`src/rtl/irq_encoder_8to3.sv`:
```
// Sequential 8-to-3 priority encoder: edge-detected requests latch as pending, and
// the highest-priority pending line is presented as a 3-bit code with a valid/ack handshake.
module irq_encoder_8to3 #(
    parameter bit PRIORITY_HIGH = 1'b1
) (
    input  logic clk_i,
    input  logic rst_n_i,
    input  logic e_i,
    input  logic i0_i,
    input  logic i1_i,
    input  logic i2_i,
    input  logic i3_i,
    input  logic i4_i,
    input  logic i5_i,
    input  logic i6_i,
    input  logic i7_i,
    input  logic ack_i,
    output logic b0_o,
    output logic b1_o,
    output logic b2_o,
    output logic v_o,
    output logic ovf_o
);

    typedef enum logic {
        IDLE    = 1'b0,
        PRESENT = 1'b1
    } state_t;

    state_t     state_q, state_d;
    logic [7:0] req;
    logic [7:0] edge_det;
    logic [7:0] clr;
    logic [7:0] prev_q;
    logic [7:0] pend_q, pend_d;
    logic [2:0] code_q, code_d;
    logic       ovf_q, ovf_d;

    assign req = {i7_i, i6_i, i5_i, i4_i, i3_i, i2_i, i1_i, i0_i};

    // clr marks the bit retired by an accepted handshake this cycle
    generate
        for (genvar gi = 0; gi < 8; gi++) begin : g_bit
            assign edge_det[gi] = req[gi] & ~prev_q[gi];
            assign clr[gi]      = ack_i & (state_q == PRESENT) & (code_q == 3'(gi));
        end
    endgenerate

    function automatic logic [2:0] pick(input logic [7:0] p);
        logic [2:0] idx;
        idx = 3'd0;
        if (PRIORITY_HIGH) begin
            for (int n = 0; n < 8; n++)
                if (p[n]) idx = 3'(n);
        end else begin
            for (int n = 7; n >= 0; n--)
                if (p[n]) idx = 3'(n);
        end
        return idx;
    endfunction

    // A new edge wins over a same-cycle clear, so a re-request during ACK is kept
    always_comb begin
        pend_d = 8'd0;
        ovf_d  = 1'b0;
        if (e_i) begin
            pend_d = edge_det | (pend_q & ~clr);
            ovf_d  = ovf_q | (|(edge_det & pend_q & ~clr));
        end
    end

    always_comb begin
        state_d = state_q;
        code_d  = code_q;
        if (!e_i) begin
            state_d = IDLE;
            code_d  = 3'd0;
        end else begin
            case (state_q)
                IDLE: begin
                    if (pend_q != 8'd0) begin
                        code_d  = pick(pend_q);
                        state_d = PRESENT;
                    end
                end
                PRESENT: begin
                    if (ack_i) state_d = IDLE;
                end
                default: state_d = IDLE;
            endcase
        end
    end

    always_ff @(posedge clk_i or negedge rst_n_i) begin
        if (!rst_n_i) begin
            state_q <= IDLE;
            prev_q  <= 8'd0;
            pend_q  <= 8'd0;
            code_q  <= 3'd0;
            ovf_q   <= 1'b0;
        end else begin
            state_q <= state_d;
            prev_q  <= req;
            pend_q  <= pend_d;
            code_q  <= code_d;
            ovf_q   <= ovf_d;
        end
    end

    assign v_o   = (state_q == PRESENT);
    assign b0_o  = code_q[0];
    assign b1_o  = code_q[1];
    assign b2_o  = code_q[2];
    assign ovf_o = ovf_q;

endmodule

```
`config.mk`:
```
export PLATFORM = sky130hd
export DESIGN_NAME = irq_encoder_8to3
export DESIGN_NICKNAME = d
export VERILOG_FILES = /design/src/rtl/irq_encoder_8to3.sv
export SDC_FILE = /design/constraint.sdc
export NUM_CORES = 1
export LEC_CHECK = 0
export CAP_MARGIN = 20
export CORE_MARGIN = 2
export CORE_UTILIZATION = 50
export DETAILED_ROUTE_END_ITERATION = 16
export HOLD_SLACK_MARGIN = 0.15
export PLACE_DENSITY = 0.83
export SETUP_SLACK_MARGIN = 0.1
export SLEW_MARGIN = 10
export SYNTH_ARGS = -nofsm -noshare
export SYNTH_HDL_FRONTEND = slang
export SYNTH_SLANG_ARGS = --single-unit
```
`constraint.sdc`:
```
create_clock -name clk_i -period 2.7 [get_ports clk_i]
set_input_delay 0.54 -clock clk_i [delete_from_list [all_inputs] [get_ports clk_i]]
set_output_delay 0.54 -clock clk_i [all_outputs]
set_load 0.03 [all_outputs]
```
==> results of run 1 <==
-- flip-flops by register name, summed over array words and instances, names as in the netlist --
name and count:
pend_q 8, prev_q 8, ovf_o 1, v_o 1
code_q 3
-- synth_stat cells (2+ instances only) --
master / instances / share of area [%]
sky130_fd_sc_hd__nor4_2: 2 / 2.5
sky130_fd_sc_hd__nand2_1: 8 / 3.0
sky130_fd_sc_hd__nor2_1: 9 / 3.4
sky130_fd_sc_hd__nor2b_1: 7 / 4.4
sky130_fd_sc_hd__and3b_2: 2 / 2.0
sky130_fd_sc_hd__nand4b_1: 2 / 1.8
sky130_fd_sc_hd__and3b_1: 2 / 1.8
sky130_fd_sc_hd__nand2b_1: 3 / 1.9
sky130_fd_sc_hd__o21ai_0: 3 / 1.5
sky130_fd_sc_hd__a211oi_1: 2 / 1.5
sky130_fd_sc_hd__dfrtp_1: 21 / 53
sky130_fd_sc_hd__inv_1: 5 / 1.9
sky130_fd_sc_hd__a21oi_1: 10 / 5.0
-- through the flow --
| stage | utilization [%] | instances | hold WS, ps | area, µm² |
|---|---|---|---|---|
| finish | 63.2 | 143 | 550 | 1210 |
| global route | 63.2 | 143 | 572 | 1210 |
| floorplan | - | 96 | 244 | 996 |
| CTS | 63.2 | 143 | 562 | 1210 |
| detailed placement | 61.7 | 139 | 544 | 1190 |
| global placement | 61.7 | 139 | 525 | 1190 |
-- cells in the final DEF, fill, tap and decap left out, drive strengths merged --
master         synthesis  routed
nor4                   2       2
a21o                   1       1
nand2b                 3       3
a311oi                 1       1
nand2                  8       8
nand4b                 2       2
nor2                   9       9
a2111oi                1       1
and2                   1       1
or2                    1       1
inv                    5       5
dfrtp                 21      21
a41oi                  1       1
a31oi                  1       1
o211a                  1       1
buf                    1       1
o21a                   1       1
clkbuf                 0       3
a21oi                 11      11
nand3                  1       1
and3b                  4       4
or3                    1       1
clkinv                 1       2
o21ai                  3       3
a211oi                 2       2
o21bai                 1       1
a21boi                 1       1
o22ai                  1       1
nor2b                  7       7
and4                   1       1
a2bb2oi                1       1
clkdlybuf4s50          0      16
and4bb                 1       1
-- cell families after synthesis --
| group | count (synthesis) |
|---|---|
| AO/OA/AOI/OAI | 27 |
| AND/OR/NAND/NOR | 41 |
| flip-flops | 21 |
| buffers and inverters | 7 |
-- per-layer routing --
layer  share of wire, %  GRT usage (%)  vias up
met5                  0              0        -
met4                1.3           5.71        0
met3                6.4           4.32        5
met2                 49           28.8       34
met1                 44           26.1      389
li1                   -              -      385
-- worst paths after layout --
path	startpoint	end	slack (ps)	depth (start not counted)
hold / removal	rst_n_i	prev_q[7]$_DFF_PN0_	550	2
min in group clk_i	prev_q[1]$_DFF_PN0_	pend_q[1]$_DFF_PN0_	550	2
hold reg to reg	prev_q[1]$_DFF_PN0_	pend_q[1]$_DFF_PN0_	550	2
max in group asynchronous	rst_n_i	pend_q[6]$_DFF_PN0_	1940	2
setup / recovery	code_q[1]$_DFFE_PN0P_	b1_o	560	1
setup reg to reg	v_o$_DFF_PN0_	ovf_o$_DFF_PN0_	1140	4
-- cell type report --
cell class | instances | area, µm²
clock buffer | 3 | 22.5
clock inverter | 1 | 5.00
fill | 170 | 708
inverter | 6 | 22.5
multi-input combinational | 68 | 437
sequential | 21 | 526
tap | 27 | 33.8
timing repair buffer | 17 | 168
-- report_power, final --
group          total [mW]  switching [mW]  internal [mW]
clock               0.151          0.0956         0.0554
combinational       0.139          0.0719         0.0676
sequential          0.369          0.0308          0.338
total               0.659           0.198          0.461
==> implementation parameters, run 1 <==
Parameter                              Value

Clock tree
  Worst-case clock buffer depth ... 2
  TritonCTS clock tree ... built
  Post-CTS resize count ... 0
  Master cell of the clock root buffer ... sky130_fd_sc_hd__clkbuf_4
  Number of post-CTS setup repair buffers ... 0
  H-tree Lvls ... 1
  Clock input transition at the sequential cells of the worst setup and hold paths ... 120 ps
  Total of hold buffers inserted after clock tree synthesis ... 0
  Number of buffers inserted during clock tree synthesis ... 3
  CTS sink cnt ... 21
  Worst-skew pair later-pin latency ... 310 ps

Global route
  Number of antenna violations at the first check in global routing ... 0
  Via count of the first global-routing pass ... 754
  Maximum number of pins on one net before global-route repair ... 22
  Tot GR Track Use ... 18.6%
  Remaining Overflow, GRT ... 0
  Wire length of the first global-routing pass ... 3420 µm

Min path
  Type of the worst min-delay path ... in -> async

Critical path
  Top Family by Delay on Critical Path ... buffers and inverters
  Critical path cell sequence ... clkdlybuf4s50_1
  Crit Path Category ... reg -> out
  Buf+Inv Stages, Crit Path ... 1
  Sort of element at the start of the critical path ... register
  Critical path arrival ... 1600 ps
  Crit-path max cell delay ... 730 ps
  Endpoint class of the critical path ... primary output
  Required time at the endpoint of the critical path ... 2160 ps
  Critical-path cell with the highest stage delay ... sky130_fd_sc_hd__clkdlybuf4s50_1
  Top fanout value on the critical path ... 10

Die
  Die outline area ... 0.00236 mm²
  Standard cell core area ... 0.00192 mm²
  Top-level I/O count ... 17
  Initial Util ... 51.8%
  Floorplan die width ... 48.6 µm
  Die outline height ... 48.6 µm
  Row count ... 16

Route
  DRT iter0 DRCs ... 20
  Wire length per cell after detailed routing ... 14.0 µm
  Via total after detailed routing ... 813
  DR vias/cell ... 5.69
  DRC Markers ... 0
  Number of routed nets with antenna violations ... 0
  Wire length reported by the detailed router ... 2000 µm
  First-pass iteration count of the detailed router ... 4

Timing
  Period utilisation layout ... 79.1%
  Max Transition Viols Final ... 0
  Relative max-transition margin ... 73.7%
  RSZ-0062 raised after global routing ... false
  Final setup violation count ... 0
  Setup skew after layout ... 4.61 ps
  Peak clock frequency supported by timing ... 468 MHz
  Fin Setup TNS ... 0 ps
  Final setup slack of the worst path ... 565 ps
  Measured slew at the worst slew-check pin ... 391 ps
  Minimum clock period after layout ... 2140 ps
  Number of hold violations in the final report ... 0

Cells and area
  Net count, final ... 129
  Share of layout cells above drive strength 1 ... 12.1%
  Number of antenna diodes ... 0
  Growth of design area from synthesis to finish ... 21.9%

Yosys
  Mean area per synthesized cell ... 10.4 µm²
  Synth Net Count ... 108
  Xor and xnor area share after synthesis ... 0%
  Number of enable flip-flop cells after synthesis ... 0
  Post-Syn Instances ... 96
  Most frequently used flop master after synthesis ... sky130_fd_sc_hd__dfrtp_1
  Number of synthesized register bits ... 21
  Sequential cell area fraction in the yosys report ... 52.8%
  Share of the synthesized area in compound gates (AO/OA/AOI/OAI) ... 18.3%
  Async SR Flop Fraction ... 100%
  Number of distinct library cell variants in the gate-level netlist after synthesis ... 33
  Main combinational cell family by area after synthesis ... simple AND/OR/NAND/NOR gates
  Yosys warnings ... 0
  Fraction of the mapped netlist area in simple logic gates ... 25.5%
  Multiplexer share of the synthesized area ... 0%
  Post-synthesis adder-cell area fraction ... 0%
  Post-synth design cell area ... 996 µm²

Run status
  Outcome ... complete, no violations

Place
  Count of port buffers added during placement ... 16
  Post-DP HPWL ... 1530 µm
  Worst Setup Slack post-DPL ... 563 ps
  Final weighted congestion of routability-driven global placement ... 0.837

Pwr
  Leakage dissipation ... 0.506 nW
  Power per Cell Area ... 543 mW/mm²
  Max rail drop VDD ... 0.000382 V
  Post-layout total power ... 659 µW

Run
  Reported max-cap violation count ... 0
No activity file was read; power rests on OpenSTA's default activity.
==> run 2, diff against run 1 <==
--- a/config.mk
+++ b/config.mk
@@ -7,10 +7,10 @@
 export LEC_CHECK = 0
 export CAP_MARGIN = 20
 export CORE_MARGIN = 2
-export CORE_UTILIZATION = 50
+export CORE_UTILIZATION = 46
 export DETAILED_ROUTE_END_ITERATION = 16
 export HOLD_SLACK_MARGIN = 0.15
-export PLACE_DENSITY = 0.83
+export PLACE_DENSITY = 0.81
 export SETUP_SLACK_MARGIN = 0.1
 export SLEW_MARGIN = 10
 export SYNTH_ARGS = -nofsm -noshare
==> constraint.sdc (replaced) <==
create_clock -name clk_i -period 1.8 [get_ports clk_i]
set_input_delay 0.36 -clock clk_i [delete_from_list [all_inputs] [get_ports clk_i]]
set_output_delay 0.36 -clock clk_i [all_outputs]
set_load 0.03 [all_outputs]
==> implementation parameters, run 2 (synthesized netlist as in run 1, its figures left out) <==
Parameter                              Value

Route
  Wire length reported by the detailed router ... 2050 µm
  Wire length per cell after detailed routing ... 14.1 µm
  First-pass iteration count of the detailed router ... 4
  DR vias/cell ... 5.77
  Number of routed nets with antenna violations ... 0
  DRC Markers ... 0
  DRT iter0 DRCs ... 20
  Via total after detailed routing ... 842

Cells and area
  Biggest regs ... pend_q x8, prev_q x8, code_q x3
  Growth of design area from synthesis to finish ... 23.7%
  Number of antenna diodes ... 0
  Most frequent standard cell in the layout excluding fill and tap cells ... sky130_fd_sc_hd__dfrtp_1
  Net count, final ... 132
  Commonest non-fill, non-tap cells in the layout ... sky130_fd_sc_hd__dfrtp_1 (21), sky130_fd_sc_hd__clkdlybuf4s50_1 (11), sky130_fd_sc_hd__a21oi_1 (10)
  Share of layout cells above drive strength 1 ... 13.4%

Critical path
  Critical path arrival ... 1230 ps
  R2r setup slk ... 290 ps
  Endpoint of the most critical register-to-register path ... ovf_o$_DFF_PN0_
  Critical-path cell with the highest stage delay ... sky130_fd_sc_hd__dfrtp_1
  Top fanout value on the critical path ... 10
  Sort of element at the start of the critical path ... register
  Crit Path Category ... reg -> out
  Crit-path max cell delay ... 500 ps
  Buf+Inv Stages, Crit Path ... 1
  Required time at the endpoint of the critical path ... 1440 ps
  Endpoint class of the critical path ... primary output
  Start of the worst register-to-register path ... v_o$_DFF_PN0_
  Top Family by Delay on Critical Path ... flip-flops
  Reg2Reg Depth ... 4
  Critical path cell sequence ... dlygate4sd2_1

Place
  Count of port buffers added during placement ... 16
  Post-DP HPWL ... 1520 µm
  Final weighted congestion of routability-driven global placement ... 0.887

Timing
  WHS ... 398 ps
  Number of hold violations in the final report ... 0
  Peak clock frequency supported by timing ... 629 MHz
  RSZ-0062 raised after global routing ... false
  Final setup violation count ... 0
  Relative max-transition margin ... 76.6%
  Measured slew at the worst slew-check pin ... 348 ps
  Period utilisation layout ... 88.3%
  Setup skew after layout ... 3.21 ps
  Minimum clock period after layout ... 1590 ps
  Max Transition Viols Final ... 0

Clock tree
  Total of hold buffers inserted after clock tree synthesis ... 0
  Number of buffers inserted during clock tree synthesis ... 3
  Clock input transition at the sequential cells of the worst setup and hold paths ... 110 ps
  CTS sink cnt ... 21
  H-tree Lvls ... 1
  TritonCTS clock tree ... built
  Worst-case clock buffer depth ... 2
  Master cell of the clock root buffer ... sky130_fd_sc_hd__clkbuf_4
  Worst-skew pair later-pin latency ... 300 ps
  Number of post-CTS setup repair buffers ... 0
  Post-CTS resize count ... 4

Global route
  Via count of the first global-routing pass ... 825
  Number of antenna violations at the first check in global routing ... 0
  Remaining Overflow, GRT ... 0
  Wire length of the first global-routing pass ... 3540 µm
  Maximum number of pins on one net before global-route repair ... 22
  Tot GR Track Use ... 18.7%

Min path
  Type of the worst min-delay path ... in -> async

Die
  Standard cell core area ... 0.00200 mm²
  Row count ... 16
  Floorplan die width ... 50.5 µm
  Die outline height ... 50.5 µm
  Initial Util ... 49.7%
  Top-level I/O count ... 17
  Die outline area ... 0.00255 mm²

Pwr
  Max rail drop VDD ... 0.000547 V
  Power per Cell Area ... 797 mW/mm²
  Post-layout total power ... 983 µW
  Leakage dissipation ... 0.544 nW

Run
  Reported max-cap violation count ... 0

Run status
  Outcome ... complete, no violations
## run 2: cell count changes in the layout (fill, tap and decap cells not counted)
cell / previous run / this run
sky130_fd_sc_hd__dlygate4sd2_1: 0 / 4
sky130_fd_sc_hd__clkinv_2: 1 / 0
sky130_fd_sc_hd__buf_4: 1 / 4
sky130_fd_sc_hd__dlymetal6s2s_1: 0 / 1
sky130_fd_sc_hd__clkbuf_1: 0 / 1
sky130_fd_sc_hd__clkdlybuf4s50_1: 16 / 11
## run 2: worst reg2reg max path, cell delays in order, from the launching register on
cell	delay (ps)
sky130_fd_sc_hd__dfrtp_1	500
sky130_fd_sc_hd__and4_4	300
sky130_fd_sc_hd__a21oi_2	70
sky130_fd_sc_hd__a2111oi_2	350
sky130_fd_sc_hd__a41oi_1	170
## run 2: final cells by class
| class | instances | area (µm²) |
|---|---|---|
| tap | 27 | 33.8 |
| multi-input combinational | 68 | 437 |
| sequential | 21 | 526 |
| clock buffer | 4 | 26.3 |
| fill | 182 | 769 |
| timing repair buffer | 20 | 188 |
| inverter | 6 | 22.5 |
## run 2: report_power, final
part	switching, mW	total, mW	leakage (nW)	internal, mW
Clock	0.133	0.219	0.0150	0.0863
Sequential	0.0386	0.545	0.262	0.507
Combinational	0.117	0.218	0.267	0.101
Total	0.289	0.983	0.544	0.694
## run 2: per-stage QoR
stage,area (µm²),setup TNS [ps],std cells,util (%),worst slack [ps]
after floorplan,996,0,96,-,233
after global placement,1210,-14.5,142,60.4,-14.5
after detailed placement,1210,-55.6,142,60.4,-55.6
after CTS,1230,0,146,61.4,112
after global routing,1230,0,146,61.6,129
final,1230,0,146,61.6,210
## run 2: how the worst max path moves through the flow
stage / cells after the start / slack (ps) / endpoint / start
global route: 1 / 130 / v_o / v_o$_DFF_PN0_
floorplan: 4 / 230 / ovf_o$_DFF_PN0_ / v_o$_DFF_PN0_
detailed placement: 5 / -60 / ovf_o$_DFF_PN0_ / ack_i
global placement: 5 / -10 / ovf_o$_DFF_PN0_ / ack_i
finish: 1 / 210 / v_o / v_o$_DFF_PN0_
CTS: 1 / 110 / b1_o / code_q[1]$_DFFE_PN0P_
## run 2: per-layer routing
layer | part of all wire [%] | vias up | global-route usage (%)
met5 | 0 | - | 0
met4 | 4.3 | 0 | 10.8
met3 | 4.8 | 10 | 4.17
met2 | 47 | 29 | 29.8
met1 | 44 | 413 | 23.2
li1 | - | 390 | -
